$ cat config.mk
export PLATFORM = sky130hd
export DESIGN_NAME = iter_div
export DESIGN_NICKNAME = d
export VERILOG_FILES = /design/src/rtl/iter_div_pkg.sv /design/src/rtl/iter_div_div_step.sv /design/src/rtl/iter_div.sv
export SDC_FILE = /design/constraint.sdc
export NUM_CORES = 1
export LEC_CHECK = 0
export CELL_PAD_IN_SITES_DETAIL_PLACEMENT = 1
export CELL_PAD_IN_SITES_GLOBAL_PLACEMENT = 2
export CORE_AREA = 3 3 204 206
export DETAILED_ROUTE_END_ITERATION = 8
export DIE_AREA = 0 0 207 209
export PLACE_DENSITY = 0.82
export SETUP_SLACK_MARGIN = 0.02
export SLEW_MARGIN = 20
export SYNTH_ARGS = -nofsm -noshare
export SYNTH_HDL_FRONTEND = slang
export SYNTH_SLANG_ARGS = --single-unit
$ cat constraint.sdc
create_clock -name clk -period 6.2 [get_ports clk]
set_input_delay 1.24 -clock clk [delete_from_list [all_inputs] [get_ports clk]]
set_output_delay 1.24 -clock clk [all_outputs]
set_load 0.02 [all_outputs]
$ cat src/rtl/iter_div_pkg.sv
// Shared definitions for the iterative divider: FSM state encodings and
// the EX-stage handshake levels.
package iter_div_pkg;

    // Divider FSM states (2-bit encoding)
    typedef enum logic [1:0] {
        DIV_FREE = 2'b00,
        DIV_ZERO = 2'b01,
        DIV_ON   = 2'b10,
        DIV_END  = 2'b11
    } div_state_t;

    // Handshake levels on start_i / ready_o
    localparam logic DIV_START            = 1'b1;
    localparam logic DIV_STOP             = 1'b0;
    localparam logic DIV_RESULT_READY     = 1'b1;
    localparam logic DIV_RESULT_NOT_READY = 1'b0;

endpackage

$ cat src/rtl/iter_div_div_step.sv
// One radix-2 restoring divide iteration (purely combinational).
// The {rem, quo} word is shifted left by one. The divisor is then subtracted
// from the remainder field. If the difference is non-negative it replaces the
// remainder and a 1 enters the quotient.
module iter_div_div_step #(
    parameter int WIDTH = 32
) (
    input  logic [2*WIDTH:0] rq_in,
    input  logic [WIDTH-1:0] divisor,
    output logic [2*WIDTH:0] rq_out
);

    // Trial subtraction carries one guard bit so the borrow is exact
    // even if the top bit of the shifted remainder is set.
    logic [WIDTH+1:0] trial;
    logic             nonneg;

    // Shift, trial-subtract and restore-or-keep selection
    always_comb begin
        trial  = {1'b0, rq_in[2*WIDTH:WIDTH-1]} - {2'b00, divisor};
        nonneg = ~trial[WIDTH+1];
        rq_out = {rq_in[2*WIDTH-1:0], 1'b0};
        if (nonneg) begin
            rq_out[2*WIDTH:WIDTH] = trial[WIDTH:0];
            rq_out[0]             = 1'b1;
        end
    end

endmodule

$ cat src/rtl/iter_div.sv
// Multi-cycle radix-2 restoring divider. This is the responder side of the
// EX-stage divide handshake. It handles signed and unsigned operands and
// returns {remainder, quotient}.
// Optional build macro DIV_EARLY_TERM_EN: when |dividend| < |divisor|, the
// result is returned one cycle after start instead of after the full loop.
module iter_div
    import iter_div_pkg::*;
#(
    parameter int WIDTH = 32,
    parameter int CNT_W = 6
) (
    input  logic               clk,
    input  logic               rst,
    input  logic               signed_div_i,
    input  logic [WIDTH-1:0]   opdata1_i,
    input  logic [WIDTH-1:0]   opdata2_i,
    input  logic               start_i,
    input  logic               annul_i,
    output logic [2*WIDTH-1:0] result_o,
    output logic               ready_o
);

    div_state_t         state_reg, state_next;
    logic [CNT_W-1:0]   cnt_reg, cnt_next;
    logic [2*WIDTH:0]   rq_reg, rq_next;
    logic [WIDTH-1:0]   dvs_reg, dvs_next;      // divisor magnitude
    logic [WIDTH-1:0]   dvd_reg, dvd_next;      // dividend as presented
    logic               sgn_reg, sgn_next;
    logic               dneg_reg, dneg_next;
    logic               vneg_reg, vneg_next;
    logic [2*WIDTH-1:0] result_reg, result_next;
    logic               ready_reg, ready_next;

    logic [WIDTH-1:0]   op1_mag, op2_mag;
    logic [2*WIDTH:0]   step_out;
    logic [WIDTH-1:0]   quo_fix, rem_fix;

    iter_div_div_step #(.WIDTH(WIDTH)) u_step (
        .rq_in   (rq_reg),
        .divisor (dvs_reg),
        .rq_out  (step_out)
    );

    // Operand magnitudes, plus sign fixup applied to the final iteration's output
    always_comb begin
        op1_mag = (signed_div_i && opdata1_i[WIDTH-1]) ? -opdata1_i : opdata1_i;
        op2_mag = (signed_div_i && opdata2_i[WIDTH-1]) ? -opdata2_i : opdata2_i;
        quo_fix = step_out[WIDTH-1:0];
        rem_fix = step_out[2*WIDTH-1:WIDTH];
        if (sgn_reg && (dneg_reg ^ vneg_reg)) begin
            quo_fix = -step_out[WIDTH-1:0];
        end
        if (sgn_reg && dneg_reg) begin
            rem_fix = -step_out[2*WIDTH-1:WIDTH];
        end
    end

    // Next-state and datapath update for the divide FSM
    always_comb begin
        state_next  = state_reg;
        cnt_next    = cnt_reg;
        rq_next     = rq_reg;
        dvs_next    = dvs_reg;
        dvd_next    = dvd_reg;
        sgn_next    = sgn_reg;
        dneg_next   = dneg_reg;
        vneg_next   = vneg_reg;
        result_next = result_reg;
        ready_next  = ready_reg;
        case (state_reg)
            DIV_FREE: begin
                if (start_i == DIV_START && !annul_i) begin
                    sgn_next  = signed_div_i;
                    dneg_next = signed_div_i & opdata1_i[WIDTH-1];
                    vneg_next = signed_div_i & opdata2_i[WIDTH-1];
                    dvd_next  = opdata1_i;
                    if (opdata2_i == '0) begin
                        state_next = DIV_ZERO;
                    end
`ifdef DIV_EARLY_TERM_EN
                    else if (op1_mag < op2_mag) begin
                        // Quotient is zero and the remainder is the dividend itself
                        state_next  = DIV_END;
                        result_next = {opdata1_i, {WIDTH{1'b0}}};
                        ready_next  = DIV_RESULT_READY;
                    end
`endif
                    else begin
                        dvs_next   = op2_mag;
                        rq_next    = {{(WIDTH+1){1'b0}}, op1_mag};
                        cnt_next   = '0;
                        state_next = DIV_ON;
                    end
                end
            end
            DIV_ZERO: begin
                if (annul_i) begin
                    state_next  = DIV_FREE;
                    result_next = '0;
                    ready_next  = DIV_RESULT_NOT_READY;
                end else begin
                    state_next  = DIV_END;
                    result_next = {dvd_reg, {WIDTH{1'b1}}};
                    ready_next  = DIV_RESULT_READY;
                end
            end
            DIV_ON: begin
                if (annul_i) begin
                    state_next  = DIV_FREE;
                    result_next = '0;
                    ready_next  = DIV_RESULT_NOT_READY;
                end else begin
                    rq_next  = step_out;
                    cnt_next = cnt_reg + CNT_W'(1);
                    if (cnt_reg == CNT_W'(WIDTH - 1)) begin
                        state_next  = DIV_END;
                        result_next = {rem_fix, quo_fix};
                        ready_next  = DIV_RESULT_READY;
                    end
                end
            end
            DIV_END: begin
                if (start_i == DIV_STOP) begin
                    state_next  = DIV_FREE;
                    result_next = '0;
                    ready_next  = DIV_RESULT_NOT_READY;
                end
            end
            default: begin
                state_next = DIV_FREE;
            end
        endcase
    end

    // State and datapath registers with synchronous reset
    always_ff @(posedge clk) begin
        if (rst) begin
            state_reg  <= DIV_FREE;
            cnt_reg    <= '0;
            rq_reg     <= '0;
            dvs_reg    <= '0;
            dvd_reg    <= '0;
            sgn_reg    <= 1'b0;
            dneg_reg   <= 1'b0;
            vneg_reg   <= 1'b0;
            result_reg <= '0;
            ready_reg  <= DIV_RESULT_NOT_READY;
        end else begin
            state_reg  <= state_next;
            cnt_reg    <= cnt_next;
            rq_reg     <= rq_next;
            dvs_reg    <= dvs_next;
            dvd_reg    <= dvd_next;
            sgn_reg    <= sgn_next;
            dneg_reg   <= dneg_next;
            vneg_reg   <= vneg_next;
            result_reg <= result_next;
            ready_reg  <= ready_next;
        end
    end

    assign result_o = result_reg;
    assign ready_o  = ready_reg;

endmodule

# Word-level counts from Yosys, hierarchy flattened
# Index checks and enable logic that the tools add are counted.
# word_totals
ff_bits	205
output_inout_bits	65
elab_cells	75
# op_classes
addsub	6
n_eq_ne	9
mux	31
bitwise	4
reduce_logical	15
# op_table
op	n
2-to-1 mux 64 bit	4
2-to-1 mux 65 bit	3
case mux 64 bit (3 select lines)	1
case mux 65 bit (2 select lines)	1
2-to-1 mux 32 bit	4
negation 32 bit	4
subtractor 34 x 32 -> 34 bit	1
2-to-1 mux 33 bit	1
logical NOT 32 bit	1
2-to-1 mux 6 bit	3
2-to-1 mux 2 bit	6
case mux 6 bit (2 select lines)	1
AND reduction 3 bit	3
inequality test 2 bit (second input constant)	4
case mux 2 bit (4 select lines)	1
adder 6 x 1 -> 6 bit (second input constant)	1
equality test 6 x 5 -> 1 bit (second input constant)	1
logical AND 1 bit	5
2-to-1 mux 1 bit	5
equality test 2 bit (second input constant)	2
AND reduction 4 bit	1
inequality test 3 bit (second input constant)	1
case mux 1 bit (3 select lines)	1
nonzero test 3 bit	1
other kinds (8)	9

# Logic depth before layout (Yosys ltp)
# Gate-level depths: netlist of run 1.
# depth
depth_word	7
depth_mapped	26
mapped_depth_nobuf	21

# By module
# A second synthesis of run 1 with hierarchy kept.
# unflattened
cells_unflattened	1747
hier_area_um2	13331.5
# modules_own_cells
mod	instances	cells_per_inst	area_per_inst_um2
iter_div	1	1410	10885.4
iter_div_div_step	1	337	2446.1

# Worst setup path after synthesis of run 1
# No wires, ideal clock.
# synth_path
path_kind	register -> register
from	register rq_reg[43]
to	register result_reg[60], in the netlist result_o[60]
setup_ps	69
t_arrival_ps	4696
required_time_ps	6131
path_slack_ps	1436
path_stages_with_launch	21
period_less_slack_ps	4764
path_cell_list	dfxtp_1 ha_1 a21oi_4 o211ai_2 a21boi_2 a31oi_1 a311oi_2 and2_1 buf_6 buf_6 buf_8 buf_2 mux2i_1 ha_1 nand4_1 nor4_1 a41oi_1 or3_1 or4_1 o31a_1 o21ai_1
# synth_between
elab_chain_len	7
# synth_rtl
item	line_no	source
start, declared	iter_div.sv:25	logic [2*WIDTH:0] rq_reg, rq_next;
start signal, assigned	iter_div.sv:151	rq_reg <= rq_next;
subtractor 34 x 32 -> 34 bit	iter_div_div_step.sv:20	trial = {1'b0, rq_in[2*WIDTH:WIDTH-1]} - {2'b00, divisor};
2-to-1 mux 33 bit (*)	iter_div_div_step.sv:23	if (nonneg) begin
negation 32 bit	iter_div.sv:54	rem_fix = -step_out[2*WIDTH-1:WIDTH];
2-to-1 mux 32 bit (*)	iter_div.sv:53	if (sgn_reg && dneg_reg) begin
2-to-1 mux 64 bit (*)	iter_div.sv:115	if (cnt_reg == CNT_W'(WIDTH - 1)) begin
2-to-1 mux 64 bit (*)	iter_div.sv:108	if (annul_i) begin
case mux 64 bit (3 select lines) (*)	iter_div.sv:70	case (state_reg)
end signal, assigned	iter_div.sv:157	result_reg <= result_next;
end, declared	iter_div.sv:31	logic [2*WIDTH-1:0] result_reg, result_next;
# Mark *: on every way between the ends. The rest lies on a longest branch, timed or not. The select of a mux whose other input is x is not followed.
# A chain may end at the register's enable or synchronous reset.

# Final worst setup path of run 1
# layout_path
from	register rq_reg[41]
to	register result_reg[60], in the netlist result_o[60]
# The elaborated chain is that of the path after synthesis.

==> run metrics, run 1 <==
status=completed; Worst R2R Start=rq_reg[41]; Power, Total=0.007042 W; top-count cell post-synth=nor2_1; Syn. warnings=0; Area Overhead vs Synth=18.63%; maximum vdd drop=about 0.0002 V; IO Count=134; crit path from=rq_reg[41]; gpl congestion=0.9230; row cnt=73; clk sinks=205; fmax=between 0.15 and 0.2 GHz; CP delay by family, top=simple AND/OR/NAND/NOR gates; first-pass GRT wire length=76640 um; WL per Instance=19.71 um; initial antenna violation count=0; # setup viols final=0; syn_area_per_cell=7.370 um2; Synth Flop Type=dfxtp_1; largest stage delay on the critical path=0.51 ns; Routed Antenna Nets=0; Initial Util=0.3404; post-synthesis register bit count=205; # hold bufs at CTS=0; clock buffer count from CTS=26; Hold Path Class=register to register; Final Util=0.4038; H-tree depth=1; Worst Hold Launch=result_o[31]; Worst Path Max Fanout=10; DR pass1 iterations=5; CP cell instances=ha_1, a21oi_1, o211ai_2, a21boi_2, nand3_2, o41a_1, and2_2, mux2i_1, ha_1, nand4_1, nor4_1, a41oi_1, or3_1, or4_1, o31a_1, o21ai_1; # Post-CTS Setup Buffers=0; crit path DAT=5.64 ns; via count=13.46k; Largest register FFs=65; largest net degree at the start of global routing=99; Detailed Route WL=48240 um; placed wire-length estimate=36660 um; Critical Path Most Common Cell=ha_1; Post-Syn Area=13550 um2; worst slew pin tran=0.9692 ns; Starting DRT DRC Count=688; Pwr per Cell Area=437.9 nW/um2; final hold violations=0; post-synth top area share=0.3028; relative slew slack=0.3523; CTS resizes=0; core area=39820 um2; top post-synthesis cells by count=nor2_1, nand2_1, dfxtp_1, a21oi_1, nor3_1; leading area contributor after synthesis=dfxtp_1; Worst EP required=6.69 ns; clock tree root buffer cell=clkbuf_16; Critical Path Start Type=register; min cycle time layout=just over 5 ns; Gate Count Post-Synth=1839; sequential fraction of the synthesis area=0.3028; # diodes=0; share of cells above drive strength 1=0.06188; number of synthesized flops with an enable pin=0; Vert. Die Dim=~210 um; total track usage=0.2146; maxcap violations=0; CTS max path bufs=3; Slowest-stage cell, CP=or3_1; post-synth net total=1950; worst skew pair latency=0.56 ns; Net count, final=2019; WS Path Type=register to register; Slew Limit Fails=0; Worst-path clk slew=around 0.06 ns; PortBufs=133; DIE AREA=43260 um2; unrepaired setup endpoints after global routing=false; Leak Pwr=5.992 nW; Yosys cell types=between 80 and 90; total gr overflow=0; CP Buf/Inv Count=0; CTS tree=yes; Die Wd=207 um; Synth area leaders=dfxtp_1, a21oi_1, nor2_1; Final period util=0.8307; DRC viols=0; async set or reset register ratio after synthesis=0; vias in the first global route=13.52k; clk_skew=0.02165 ns; routed vias/inst=~5.5; CP endpoint kind=register; setup TNS=0 ns
## layer usage
layer	routed length, um	GRT usage
met5	0	0
met4	854	0.04939
met3	1515	0.02222
met1	22330	0.2813
met2	23550	0.3805
## final timing paths
check | endpoint | slack (ns) | cells past startpoint
setup / recovery | result_o[60] | 1.05 | 16
hold / removal | result_o[31] | 0.46 | 2
setup reg to reg | result_o[60] | 1.05 | 16
hold reg to reg | result_o[31] | 0.46 | 2
## tightest hold or removal path, cell delays in order, from the launching register on
cell     delay [ns]
dfxtp_1        0.31
nand2_1        0.05
a21oi_1        0.05
## area by class of cell
class | instances | area [um2]
Clock buffer | 32 | 714.4
Clock inverter | 11 | 161.4
Inverter | 60 | 225.2
Multi-Input combinational cell | 1458 | 8692
Timing Repair Buffer | 157 | 1525
Fill cell | 4936 | 23740
Sequential cell | 205 | 4104
Tap cell | 525 | 656.9
## cells by family (layout without fill, tap and decap cells)
| group | after synthesis | after routing | share of synthesized area |
|---|---|---|---|
| buffers and inverters | 176 | 260 | 0.05797 |
| multiplexers | 25 | 25 | 0.01892 |
| flip-flops | 205 | 205 | 0.3028 |
| AO/OA/AOI/OAI | 526 | 526 | 0.2481 |
| adder cells (fa/ha/maj) | 42 | 42 | 0.03932 |
| AND/OR/NAND/NOR | 723 | 723 | 0.2411 |
| XOR/XNOR | 142 | 142 | 0.09176 |
## through the flow
stage / area (um2) / worst slack, ns / cells / hold WS, ns
global placement: 15200 / 1.090 / 2405 / 0.4405
floorplan: 13550 / 1.436 / 1839 / 0.4319
detailed placement: 15200 / 1.041 / 2405 / 0.4489
global route: 16080 / 0.7092 / 2448 / 0.4757
CTS: 16080 / 1.060 / 2448 / 0.4570
finish: 16080 / 1.050 / 2448 / 0.4553
## power by group
group | switching (W) | internal (W)
clock | 0.000598 | 0.000974
combinational | 0.00233 | 0.00129
sequential | 0.000223 | 0.00162
## cell usage in the layout, fill, tap and decap left out, types with 32 or more instances in the layout
master           netlist  routed
a211oi_1              59      59
ha_1                  41      40
clkdlybuf4s50_1        0     132
nor3_1                91      90
inv_1                 59      59
xor2_1                74      74
dfxtp_1              205     205
a31oi_1               32      32
o21ai_0               84      84
nor2_1               246     245
a21oi_1              195     195
xnor2_1               68      68
nand2_1              239     238
Note: power is estimated with default switching activity, not from simulation.
==> run 2: changes to the inputs <==
==> constraint.sdc (replaced) <==
create_clock -name clk -period 5 [get_ports clk]
set_input_delay 1 -clock clk [delete_from_list [all_inputs] [get_ports clk]]
set_output_delay 1 -clock clk [all_outputs]
set_load 0.02 [all_outputs]
==> run 2 against run 1 <==
Compared with the run above:
- hold slack got worse by 0.0018 ns
- design area up 1.1%
- via count is 1.7% higher
- wire length up 2.5%
- global-route usage up 0.38 points
- register-to-register slack got worse by 0.73 ns
- critical endpoint unchanged
- largest cell class unchanged
- count of clock-buffer cells in the layout is 8 higher
- sequential power up 24%
- die area did not move
- utilization up 0.43 points
==> run metrics, run 2 (synthesis gave the netlist of run 1 again) <==
status=completed; maximum vdd drop=0.0002609 V (+33%); via count=13.69k (+1.7%); CTS max path bufs=3 (unchanged); WL per Instance=19.97 um (+1.3%); Post-Place Cells=2428 (+0.96%); vias in the first global route=13.76k (+1.8%); Slew Limit Fails=0 (unchanged); Area Overhead vs Synth=19.89%; CP endpoint kind=register; CTS tree=yes; DRC viols=0 (unchanged); Worst Path Max Fanout=7 (-3); DIE AREA=43260 um2 (unchanged); initial antenna violation count=0 (unchanged); clock buffer count from CTS=26 (unchanged); fmax=0.2138 GHz (+10%); Hold Path Class=register to register; Initial Util=0.3404 (unchanged); Combinational Power Share=0.528 (+0.013); leading cell type in the layout, fill and taps excluded=nor2_1; routed vias/inst=5.530 (+0.56%); Clock power frac=0.212 (-0.011); min cycle time layout=4.678 ns (-0.4723 ns); relative slew slack=0.3136 (-0.03865); Vert. Die Dim=209 um (unchanged); share of cells above drive strength 1=0.07535 (+0.01346); filler cell count=4910 (-0.53%); clk_skew=0.02100 ns (-0.0006516 ns); unrepaired setup endpoints after global routing=false; final hold violations=0 (unchanged); Detailed Route WL=49450 um (+2.5%); Net count, final=2042 (+1.1%); placed wire-length estimate=37370 um (+1.9%); row cnt=73 (unchanged); WS Path Type=register to register; PortBufs=133 (unchanged); pre-CTS setup slack=-0.006160 ns (-1.047 ns); largest net degree at the start of global routing=124 (+25%); maxcap violations=0 (unchanged); # hold bufs at CTS=0 (unchanged); Worst-path clk slew=0.06 ns (about the same); internal power=0.004766 W (+23%); Critical Path Start Type=register; Worst EP required=5.49 ns (-1.20 ns); Leak Pwr=6.099 nW (+1.8%); core area=39820 um2 (unchanged); Seq pwr share=0.260 (-0.002); worst skew pair latency=0.56 ns (about the same); switch share=0.4584 (+0.01028); Die Wd=207 um (unchanged); Final Util=0.4081 (+0.004304); Starting DRT DRC Count=900 (+31%); final worst slack=0.3220 ns (-0.7277 ns); dpl cell area=15390 um2 (+1.2%); worst slew pin tran=1.030 ns (+0.06033 ns); Fin Hold WS=0.4535 ns (-0.001848 ns); commonest cells after routing, fill and taps aside=nor2_1, nand2_1, dfxtp_1; total gr overflow=0 (unchanged); Pwr per Cell Area=541.5 nW/um2 (+24%); fin cells=2476 (+1.1%); first-pass GRT wire length=78170 um (+2.0%); Largest register FFs=65 (unchanged); Routed Antenna Nets=0 (unchanged); H-tree depth=1 (unchanged); crit path DAT=5.17 ns (-0.47 ns); Final period util=0.9356 (+0.1049); # setup viols final=0 (unchanged); clock tree root buffer cell=clkbuf_16; # diodes=0 (unchanged); gpl congestion=0.9127 (-1.1%); switching power=0.004033 W (+28%); clk sinks=205 (unchanged); IO Count=134 (unchanged); fin area=16250 um2 (+1.1%); DR pass1 iterations=5 (unchanged); total track usage=0.2185 (+0.003848)
run 2: power by group through the flow:
stage | registers, W | logic, W | clock network (W)
after global placement | 0.00231 | 0.00458 | 0
after global routing | 0.00233 | 0.00509 | 0.00198
after floorplan | 0.00250 | 0.00282 | 0
after CTS | 0.00229 | 0.00466 | 0.00191
final | 0.00229 | 0.00465 | 0.00186
after detailed placement | 0.00233 | 0.00463 | 0
run 2: what timing repair did:
action / 4_1_cts / 5_1_grt
gates resized for setup: 0 / 2
buffers inserted: 0 / 0
hold endpoints to repair: 0 / 0
setup endpoints to repair: 0 / 3
run 2: area by class of cell:
class,instances,area (um2),area share
Clock buffer,40,793.3,0.04881
Clock inverter,8,56.30,0.003465
Inverter,60,225.2,0.01386
Multi-Input combinational cell,1458,8705,0.5356
Sequential cell,205,4104,0.2525
Tap cell,525,656.9,0.04042
Timing Repair Buffer,180,1710,0.1053
run 2: path summary, 6_finish.rpt:
kind	start	endpoint	slack (ns)	depth (start not counted)
setup / recovery	rq_reg[45]	result_o[60]	0.32	16
hold / removal	dvs_reg[31]	dvs_reg[31]	0.45	2
setup reg to reg	rq_reg[45]	result_o[60]	0.32	16
hold reg to reg	dvs_reg[31]	dvs_reg[31]	0.45	2
run 2: per-stage QoR:
| step | power (W) | TNS [ns] |
|---|---|---|
| 2_1_floorplan | 0.005319 | 0 |
| 3_3_place_gp | 0.006887 | 0 |
| 3_5_place_dp | 0.006952 | -0.006160 |
| 4_1_cts | 0.008858 | 0 |
| 5_1_grt | 0.009410 | 0 |
| 6_report | 0.008799 | 0 |
run 2: per-layer routing:
metal / track usage / share of wire / vias to the layer above
li1: - / - / 6714
met1: 0.2901 / 0.46 / 6698
met2: 0.3877 / 0.49 / 227
met3: 0.02147 / 0.032 / 54
met4: 0.04190 / 0.017 / 0
met5: 0 / 0 / -
run 2: critical path: stages (launching register included):
cell and delay, ns:
dfxtp_1 0.36, ha_1 0.40, a21oi_1 0.27, o211ai_2 0.15, a21boi_2 0.23, a31oi_1 0.13, a311oi_2 0.29, and2_2 0.28
mux2i_1 0.34, ha_1 0.24, nand4_1 0.19, nor4_2 0.33, a41oi_1 0.22, or3_1 0.46, or4_1 0.49, o31a_1 0.13
o21ai_1 0.10
